==> src/rtl/serv_uart_rx.sv <==
// 8N1 UART receiver for a SERV core's TX pad: deserialises frames into bytes and buffers them
// in a small FIFO presented as a valid/ready byte stream.
module serv_uart_rx #(
  parameter int unsigned CLK_DIV    = 139,
  parameter int unsigned FIFO_DEPTH = 4
) (
  input  logic       wb_clk_i,
  input  logic       wb_rst_i,
  input  logic       rx_i,
  output logic [7:0] data_o,
  output logic       valid_o,
  input  logic       ready_i,
  output logic       frame_err_o,
  output logic       overrun_o,
  output logic       busy_o
);

  localparam int unsigned CntW = $clog2(CLK_DIV);
  localparam int unsigned AddrW = $clog2(FIFO_DEPTH);
  localparam logic [CntW-1:0] HalfLoad = CntW'(CLK_DIV / 2 - 1);
  localparam logic [CntW-1:0] FullLoad = CntW'(CLK_DIV - 1);

  typedef enum logic [2:0] {StIdle, StStart, StData, StStop, StBreak} state_e;

  state_e          state_q, state_d;
  logic [1:0]      sync_q;
  logic            rx_s;
  logic [CntW-1:0] cnt_q, cnt_d;
  logic [2:0]      bitidx_q, bitidx_d;
  logic [7:0]      shreg_q, shreg_d;
  logic            sample;
  logic            push;
  logic            frame_err_d;
  logic            frame_err_q, overrun_q;

  logic [AddrW:0]  wptr_q, rptr_q;
  logic [7:0]      mem_q [FIFO_DEPTH];
  logic            empty, full, pop, push_ok;

  assign rx_s   = sync_q[1];
  assign sample = (cnt_q == '0);

  always_comb begin
    state_d     = state_q;
    cnt_d       = cnt_q - CntW'(1);
    bitidx_d    = bitidx_q;
    shreg_d     = shreg_q;
    push        = 1'b0;
    frame_err_d = 1'b0;
    unique case (state_q)
      StIdle: begin
        cnt_d = cnt_q;
        if (!rx_s) begin
          state_d = StStart;
          cnt_d   = HalfLoad;
        end
      end
      StStart: begin
        if (sample) begin
          if (!rx_s) begin
            state_d  = StData;
            cnt_d    = FullLoad;
            bitidx_d = 3'd0;
          end else begin
            state_d = StIdle;
          end
        end
      end
      StData: begin
        if (sample) begin
          shreg_d  = {rx_s, shreg_q[7:1]};
          cnt_d    = FullLoad;
          bitidx_d = bitidx_q + 3'd1;
          if (bitidx_q == 3'd7) state_d = StStop;
        end
      end
      StStop: begin
        if (sample) begin
          if (rx_s) begin
            push    = 1'b1;
            state_d = StIdle;
          end else begin
            frame_err_d = 1'b1;
            state_d     = StBreak;
          end
        end
      end
      StBreak: begin
        cnt_d = cnt_q;
        // A held-low line stays here so it reports only one framing error.
        if (rx_s) state_d = StIdle;
      end
      default: state_d = StIdle;
    endcase
  end

  always_ff @(posedge wb_clk_i) begin
    if (wb_rst_i) begin
      state_q  <= StIdle;
      sync_q   <= 2'b11;
      cnt_q    <= '0;
      bitidx_q <= '0;
      shreg_q  <= '0;
    end else begin
      state_q  <= state_d;
      sync_q   <= {sync_q[0], rx_i};
      cnt_q    <= cnt_d;
      bitidx_q <= bitidx_d;
      shreg_q  <= shreg_d;
    end
  end

  assign empty = (wptr_q == rptr_q);
  assign full  = (wptr_q[AddrW] != rptr_q[AddrW]) &&
                 (wptr_q[AddrW-1:0] == rptr_q[AddrW-1:0]);
  assign pop   = !empty && ready_i;
  // When full, a same-cycle pop frees the head slot that the write then reuses.
  assign push_ok = push && (!full || pop);

  always_ff @(posedge wb_clk_i) begin
    if (wb_rst_i) begin
      wptr_q      <= '0;
      rptr_q      <= '0;
      frame_err_q <= 1'b0;
      overrun_q   <= 1'b0;
      for (int unsigned i = 0; i < FIFO_DEPTH; i++) mem_q[i] <= '0;
    end else begin
      if (push_ok) begin
        mem_q[wptr_q[AddrW-1:0]] <= shreg_q;
        wptr_q                   <= wptr_q + (AddrW + 1)'(1);
      end
      if (pop) rptr_q <= rptr_q + (AddrW + 1)'(1);
      frame_err_q <= frame_err_d;
      overrun_q   <= push && full && !pop;
    end
  end

  assign data_o      = mem_q[rptr_q[AddrW-1:0]];
  assign valid_o     = !empty;
  assign frame_err_o = frame_err_q;
  assign overrun_o   = overrun_q;
  assign busy_o      = (state_q != StIdle);

endmodule

==> config.mk <==
export PLATFORM = sky130hd
export DESIGN_NAME = serv_uart_rx
export DESIGN_NICKNAME = d
export VERILOG_FILES = /design/src/rtl/serv_uart_rx.sv
export SDC_FILE = /design/constraint.sdc
export NUM_CORES = 1
export LEC_CHECK = 0
export BUFFER_PORTS_ARGS = -buffer_cell sky130_fd_sc_hd__buf_2
export CAP_MARGIN = 15
export CORE_MARGIN = 3
export CORE_UTILIZATION = 30
export CTS_BUF_LIST = sky130_fd_sc_hd__clkbuf_2 sky130_fd_sc_hd__clkbuf_4 sky130_fd_sc_hd__clkbuf_8
export CTS_CLUSTER_SIZE = 25
export DETAILED_ROUTE_END_ITERATION = 10
export HOLD_SLACK_MARGIN = 0.02
export PLACE_DENSITY_LB_ADDON = 0.25
export REMOVE_ABC_BUFFERS = 1
export SLEW_MARGIN = 20
export SYNTH_ARGS = -nofsm -noshare
export SYNTH_HDL_FRONTEND = slang
export SYNTH_SLANG_ARGS = --single-unit
==> constraint.sdc <==
create_clock -name wb_clk_i -period 3.9 [get_ports wb_clk_i]
set_input_delay 0.195 -clock wb_clk_i [delete_from_list [all_inputs] [get_ports wb_clk_i]]
set_output_delay 0.195 -clock wb_clk_i [all_outputs]
set_load 0.05 [all_outputs]
==> qor.txt, run 1 <==
register bit total from synthesis = 66
die area = 11410 um2
WP data required = 3.92 ns
hold path depth = 3
Ant. Diodes = 0
Clock Power Share = 0.399
Switching Share = 0.2608
largest net degree at the start of global routing = 33
TritonCTS Buffers = 9
drt first pass iters = 4
fillers = 1038
status = completed
Placer Congestion = 0.7808
crit-path max cell delay = 0.76 ns
Hold Path Origin = ready_i
CP Max Fanout = 9
starting density of the core = 0.3104
min Tclk post-route = 2.712 ns
vias per std cell = 4.946
Post-synth EDFFs = 32
Max Cap Viol = 0
Max rail drop VDD = 0.0001931 V
CTS Buffer Depth = 2
reg2reg end = mem_q[0][6]$_SDFFCE_PN0P_
Reg power frac = 0.516
Fin. Hold Viols = 0
post-route ant nets = 0
H-Tree Level Count = 3
Final Hold Slack = 0.2505 ns
number of global-route vias before repair = 2042
WL per Instance = 14.66 um
most frequent cells in the layout = nor2_1 (49), dfxtp_1 (34), edfxtp_1 (32)
setup TNS = 0 ns
Worst-path clk slew = 0.07 ns
# DRC = 0
R2R setup slack = 1.19 ns
P_leak = 1.223 nW
Worst Path Arrival = 2.73 ns
Clock Latency Late Sink = 0.35 ns
All-Layer GR Usage = 0.1183
Pins Over Slew Limit = 0
Mapped Avg Cell Area = 11.04 um2
Tcrit/Tclk final = 0.6954
Vias = 2122
die extent in y = 106.8 um
post-layout util = 0.3517
Rows = 36
Clock Root Buffer = clkbuf_8
drt total wl = 6291 um
first-pass GRT wire length = 10490 um
Pint = 1.086 mW
critical path class = register to register
critical path, cell by cell = xor2_1, o41ai_1, or4_1, nand2_1
Final setup viols = 0
Slowest-stage cell, CP = o41ai_1
core region area = 9819 um2
worst reg2reg path depth = 4
Clock Sinks = 66
Buffers on Ports = 15
global route overflow = 0
Post-Syn Area = 3048 um2
Hold Crit Endpoint = overrun_o$_SDFF_PP0_
ys async rst share = 0
clock skew = 0.01379 ns
Comb power frac = 0.085
P per Cell Area = 425.4 nW/um2
most common cell after layout, fill and taps aside = nor2_1
initial antenna violation count = 0
Hold Path Class = primary input to register
area grow syn2layout = 13.30%
initial drt markers = 80
actual slew at the worst max-slew pin = 0.8157 ns
I/O pin count = 16
Worst setup SP type = register
CTS tree = yes
HPWL Detailed = 4304 um
Max Fclk = 368.7 MHz
yosys warns = 0
post-synth cell types = 54
Die X = 106.8 um
RSZ-0062 raised after global routing = no
ys flop type = dfxtp_1
synthesized instance count = 276
Psw = 383.1 uW
Nets = 300
R2R Path Start = wptr_q[0]$_SDFFE_PP0P_
Max-slew headroom = 0.4491
register area share after synthesis = 0.5386
share of cells above drive strength 1 = 0.2128
Worst setup EP type = register
==> kinds of logic (layout without fill, tap and decap cells) <==
family	count (synthesis)	after routing	share of synthesized area
AOI/OAI and AO/OA	43	43	0.09689
xor gates and xnor gates	6	6	0.01724
DFF	66	66	0.5386
adders and majority gates	5	5	0.02053
buffers and inverters	22	42	0.03120
muxes	19	19	0.09524
and+or+nand+nor	115	115	0.2003
==> state kept, by name, indices dropped and copies added, names as in the netlist, named ones only <==
name	flops
mem_q	32
wptr_q	3
rptr_q	3
overrun_o	1
state_q	3
sync_q	2
frame_err_o	1
bitidx_q	3
shreg_q	8
cnt_q	8
==> routing by layer <==
| metal | GRT usage | vias to the layer above | routed length [um] |
|---|---|---|---|
| li1 | - | 1045 | - |
| met1 | 0.1498 | 1032 | 2888 |
| met2 | 0.1933 | 37 | 3077 |
| met3 | 0.03793 | 8 | 257 |
| met4 | 0.03562 | 0 | 68 |
| met5 | 0 | - | 0 |
==> worst max-delay path by stage <==
stage	endpoint	start	slack, ns
after detailed placement	mem_q[0][1]$_SDFFCE_PN0P_	wptr_q[0]$_SDFFE_PP0P_	1.18
after CTS	mem_q[0][6]$_SDFFCE_PN0P_	wptr_q[0]$_SDFFE_PP0P_	1.17
after floorplan	mem_q[3][0]$_DFFE_PP_	cnt_q[0]$_SDFFE_PP0P_	1.39
after global placement	mem_q[0][1]$_SDFFCE_PN0P_	wptr_q[0]$_SDFFE_PP0P_	1.23
after global routing	mem_q[0][4]$_SDFFCE_PN0P_	wptr_q[0]$_SDFFE_PP0P_	0.94
final	mem_q[0][6]$_SDFFCE_PN0P_	wptr_q[0]$_SDFFE_PP0P_	1.19
==> synthesized netlist by cell type (4+ instances only) <==
cell | n | area, um2
ha_1 | 5 | 62.56
nor2_2 | 7 | 43.79
o21ai_0 | 10 | 50.05
edfxtp_1 | 32 | 960.9
a21oi_1 | 7 | 35.03
a31oi_1 | 4 | 25.02
mux2i_1 | 11 | 110.1
dfxtp_1 | 34 | 680.7
o31ai_1 | 5 | 37.54
or2_2 | 4 | 25.02
clkbuf_1 | 11 | 41.29
xor2_1 | 5 | 43.79
nand2_1 | 21 | 78.83
inv_1 | 7 | 26.28
mux4_2 | 8 | 180.2
nor2_1 | 49 | 183.9
==> repair_timing <==
item | CTS | global route
resized for setup | 0 | 0
endpoints found under the hold margin | 1 | 0
hold buffers | 1 | 0
setup buffers | 0 | 0
==> layout make-up <==
type                       count  area, um2  area share
clock inverter                 7      76.32     0.02210
clock buffer                   9      123.9     0.03587
timing repair buffer          19      107.6     0.03116
inverter                       7      26.28    0.007609
multi-input combinational    188       1311      0.3797
tap                          133      166.4     0.04819
sequential                    66       1642      0.4754
==> worst max-delay path: cells and delay by family, from the launching register on <==
| kind | cells | cell delay [ns] |
|---|---|---|
| DFF | 1 | 0.48 |
| AOI/OAI and AO/OA | 1 | 0.76 |
| xor gates and xnor gates | 1 | 0.19 |
| and+or+nand+nor | 2 | 0.95 |
==> metrics by stage <==
step	area, um2	setup WS, ns	cells	power, mW
after CTS	3453	1.174	429	1.485
after global routing	3453	0.9352	429	1.534
final	3453	1.188	429	1.469
after global placement	3243	1.227	412	0.8983
after detailed placement	3243	1.183	412	0.8992
after floorplan	2979	1.393	261	0.8542
==> power by group through the flow <==
stage               sequential (mW)  combinational, mW  clock (mW)
floorplan                     0.769             0.0850           0
global placement              0.774              0.125           0
detailed placement            0.774              0.125           0
CTS                           0.758              0.126       0.601
global route                  0.761              0.137       0.636
finish                        0.758              0.125       0.586
Note: power is estimated with default switching activity, not from simulation.
==> run 2, diff against run 1 <==
- clock period: 3.9 -> 2.3 ns (I/O delays scaled with it)
==> run 2 against run 1 <==
- worst hold slack worse by 0.081 ns
- first-iteration DRC count increased by 13%
- total power is 60% higher
- critical path type unchanged
- largest power group unchanged
==> qor.txt, run 2 (synthesized netlist as in run 1, its figures left out) <==
HPWL Detailed = 4281 um (-0.53%)
CTS tree = yes
number of global-route vias before repair = 2062 (+0.98%)
All-Layer GR Usage = 0.1199 (+0.001584)
CTS Buffer Depth = 2 (unchanged)
most common cell after layout, fill and taps aside = nor2_1
Clock Sinks = 66 (unchanged)
Clock Root Buffer = clkbuf_8
critical path, cell by cell = inv_1, ha_1, nor4b_4, nand3_4, or4_1, nand2_2
Worst setup EP type = register
Placer Congestion = 0.7442 (-4.7%)
global route overflow = 0 (unchanged)
worst reg2reg path depth = 6 (+2)
crit path to = mem_q[0][4]$_SDFFCE_PN0P_
P per Cell Area = 666.9 nW/um2 (+57%)
CP Max Fanout = 8 (-1)
postcts setup bufs = 0 (unchanged)
Pins Over Slew Limit = 0 (unchanged)
Max rail drop VDD = 0.0002744 V (+42%)
max FFs per register = 32 (unchanged)
Max Cap Viol = 0 (unchanged)
P_leak = 1.255 nW (+2.6%)
Clock Latency Late Sink = 0.34 ns (about the same)
crit path from = cnt_q[0]$_SDFFE_PP0P_
clock skew = 0.01168 ns (-0.002112 ns)
R2R setup slack = 0.23 ns (-0.96 ns)
WL per Instance = 14.08 um (-4.0%)
Vias = 2094 (-1.3%)
share of cells above drive strength 1 = 0.2403 (+0.02742)
Largest regs = mem_q x32, cnt_q x8, shreg_q x8
status = completed
fillers = 1026 (-1.2%)
die extent in y = 106.8 um (unchanged)
vias per std cell = 4.748 (-4.0%)
TritonCTS Buffers = 9 (unchanged)
most frequent cells in the layout = nor2_1 (49), dfxtp_1 (34), edfxtp_1 (32)
Biggest register = mem_q
Ant. Diodes = 0 (unchanged)
RSZ-0062 raised after global routing = no
critical path class = register to register
R2R Path Start = cnt_q[0]$_SDFFE_PP0P_
initial drt markers = 90 (+13%)
actual slew at the worst max-slew pin = 0.5782 ns (-0.2375 ns)
drt total wl = 6211 um (-1.3%)
Worst-path clk slew = 0.07 ns (about the same)
Final setup viols = 0 (unchanged)
largest net degree at the start of global routing = 32 (-3.0%)
Max-slew headroom = 0.6142 (+0.1650)
min Tclk post-route = 2.072 ns (-0.6406 ns)
H-Tree Level Count = 3 (unchanged)
Placed Cells incl. Taps = 424 (+2.9%)
Worst Path Arrival = 2.11 ns (-0.62 ns)
Slowest-stage cell, CP = or4_1
Final Hold Slack = 0.1697 ns (-0.08081 ns)
crit-path max cell delay = 0.54 ns (-0.22 ns)
Worst setup SP type = register
post-route ant nets = 0 (unchanged)
reg2reg end = mem_q[0][4]$_SDFFCE_PN0P_
drt first pass iters = 5 (+1)
post-route total power = 2.345 mW (+60%)
I/O pin count = 16 (unchanged)
Hold Path Class = primary input to register
initial antenna violation count = 0 (unchanged)
Final Instance Count excl. Fillers = 441 (+2.8%)
# DRC = 0 (unchanged)
die area = 11410 um2 (unchanged)
Nets = 312 (+4.0%)
starting density of the core = 0.3104 (unchanged)
area grow syn2layout = 15.35%
Hold Path Origin = ready_i
Buffers on Ports = 15 (unchanged)
Die X = 106.8 um (unchanged)
Max Fclk = 482.7 MHz (+31%)
Tcrit/Tclk final = 0.9007 (+0.2052)
WP data required = 2.33 ns (-1.59 ns)
first-pass GRT wire length = 10600 um (+1.0%)
Rows = 36 (unchanged)
Fin. Hold Viols = 0 (unchanged)
core region area = 9819 um2 (unchanged)
[run 2: cell type report]
cell class	instances	area (um2)	share of cell area
sequential	66	1642	0.4669
multi-input combinational	188	1314	0.3737
timing repair buffer	31	197.7	0.05623
tap	133	166.4	0.04733
clock buffer	9	123.9	0.03523
clock inverter	7	46.29	0.01317
inverter	7	26.28	0.007473
[run 2: routing by layer]
metal,routed length [um],track usage,up-vias
li1,-,-,1065
met1,3027,0.1576,998
met2,2910,0.1844,26
met3,214,0.03733,5
met4,59,0.04749,0
met5,0,0,-
[run 2: through the flow]
step	instance area (um2)	setup TNS [ns]	utilization	worst slack, ns
final	3516	0	0.3581	0.2285
after global routing	3516	0	0.3581	0.01502
after CTS	3513	0	0.3578	0.1060
after detailed placement	3333	0	0.3395	0.1143
after global placement	3333	0	0.3395	0.1611
after floorplan	2979	-2.638	-	-0.2067
[run 2: how the worst min path moves through the flow]
stage | slack [ns] | cells past startpoint | end
final | 0.17 | 3 | overrun_o$_SDFF_PP0_
after CTS | 0.15 | 3 | overrun_o$_SDFF_PP0_
after detailed placement | 0.31 | 2 | sync_q[0]$_SDFF_PP1_
after global routing | 0.17 | 3 | overrun_o$_SDFF_PP0_
after floorplan | 0.18 | 1 | cnt_q[0]$_SDFFE_PP0P_
after global placement | 0.30 | 2 | sync_q[0]$_SDFF_PP1_
[run 2: critical path, delay by kind of cell, from the launching register on]
kind          cells  cell delay, ns
flops             1            0.33
fa+ha+maj         1            0.21
simple gates      4            1.17
buf+inv           1            0.06
[run 2: repair_timing]
item | CTS | global route
gates resized for setup | 0 | 1
hold endpoints to repair | 1 | 0
hold buffers | 1 | 0
setup endpoints to repair | 0 | 8
[run 2: power breakdown]
group	leakage (nW)	total [mW]	switching, mW	internal, mW
logic	0.577	0.223	0.144	0.0793
registers	0.605	1.28	0.0209	1.26
clock network	0.0725	0.840	0.456	0.384
total	1.25	2.34	0.621	1.72
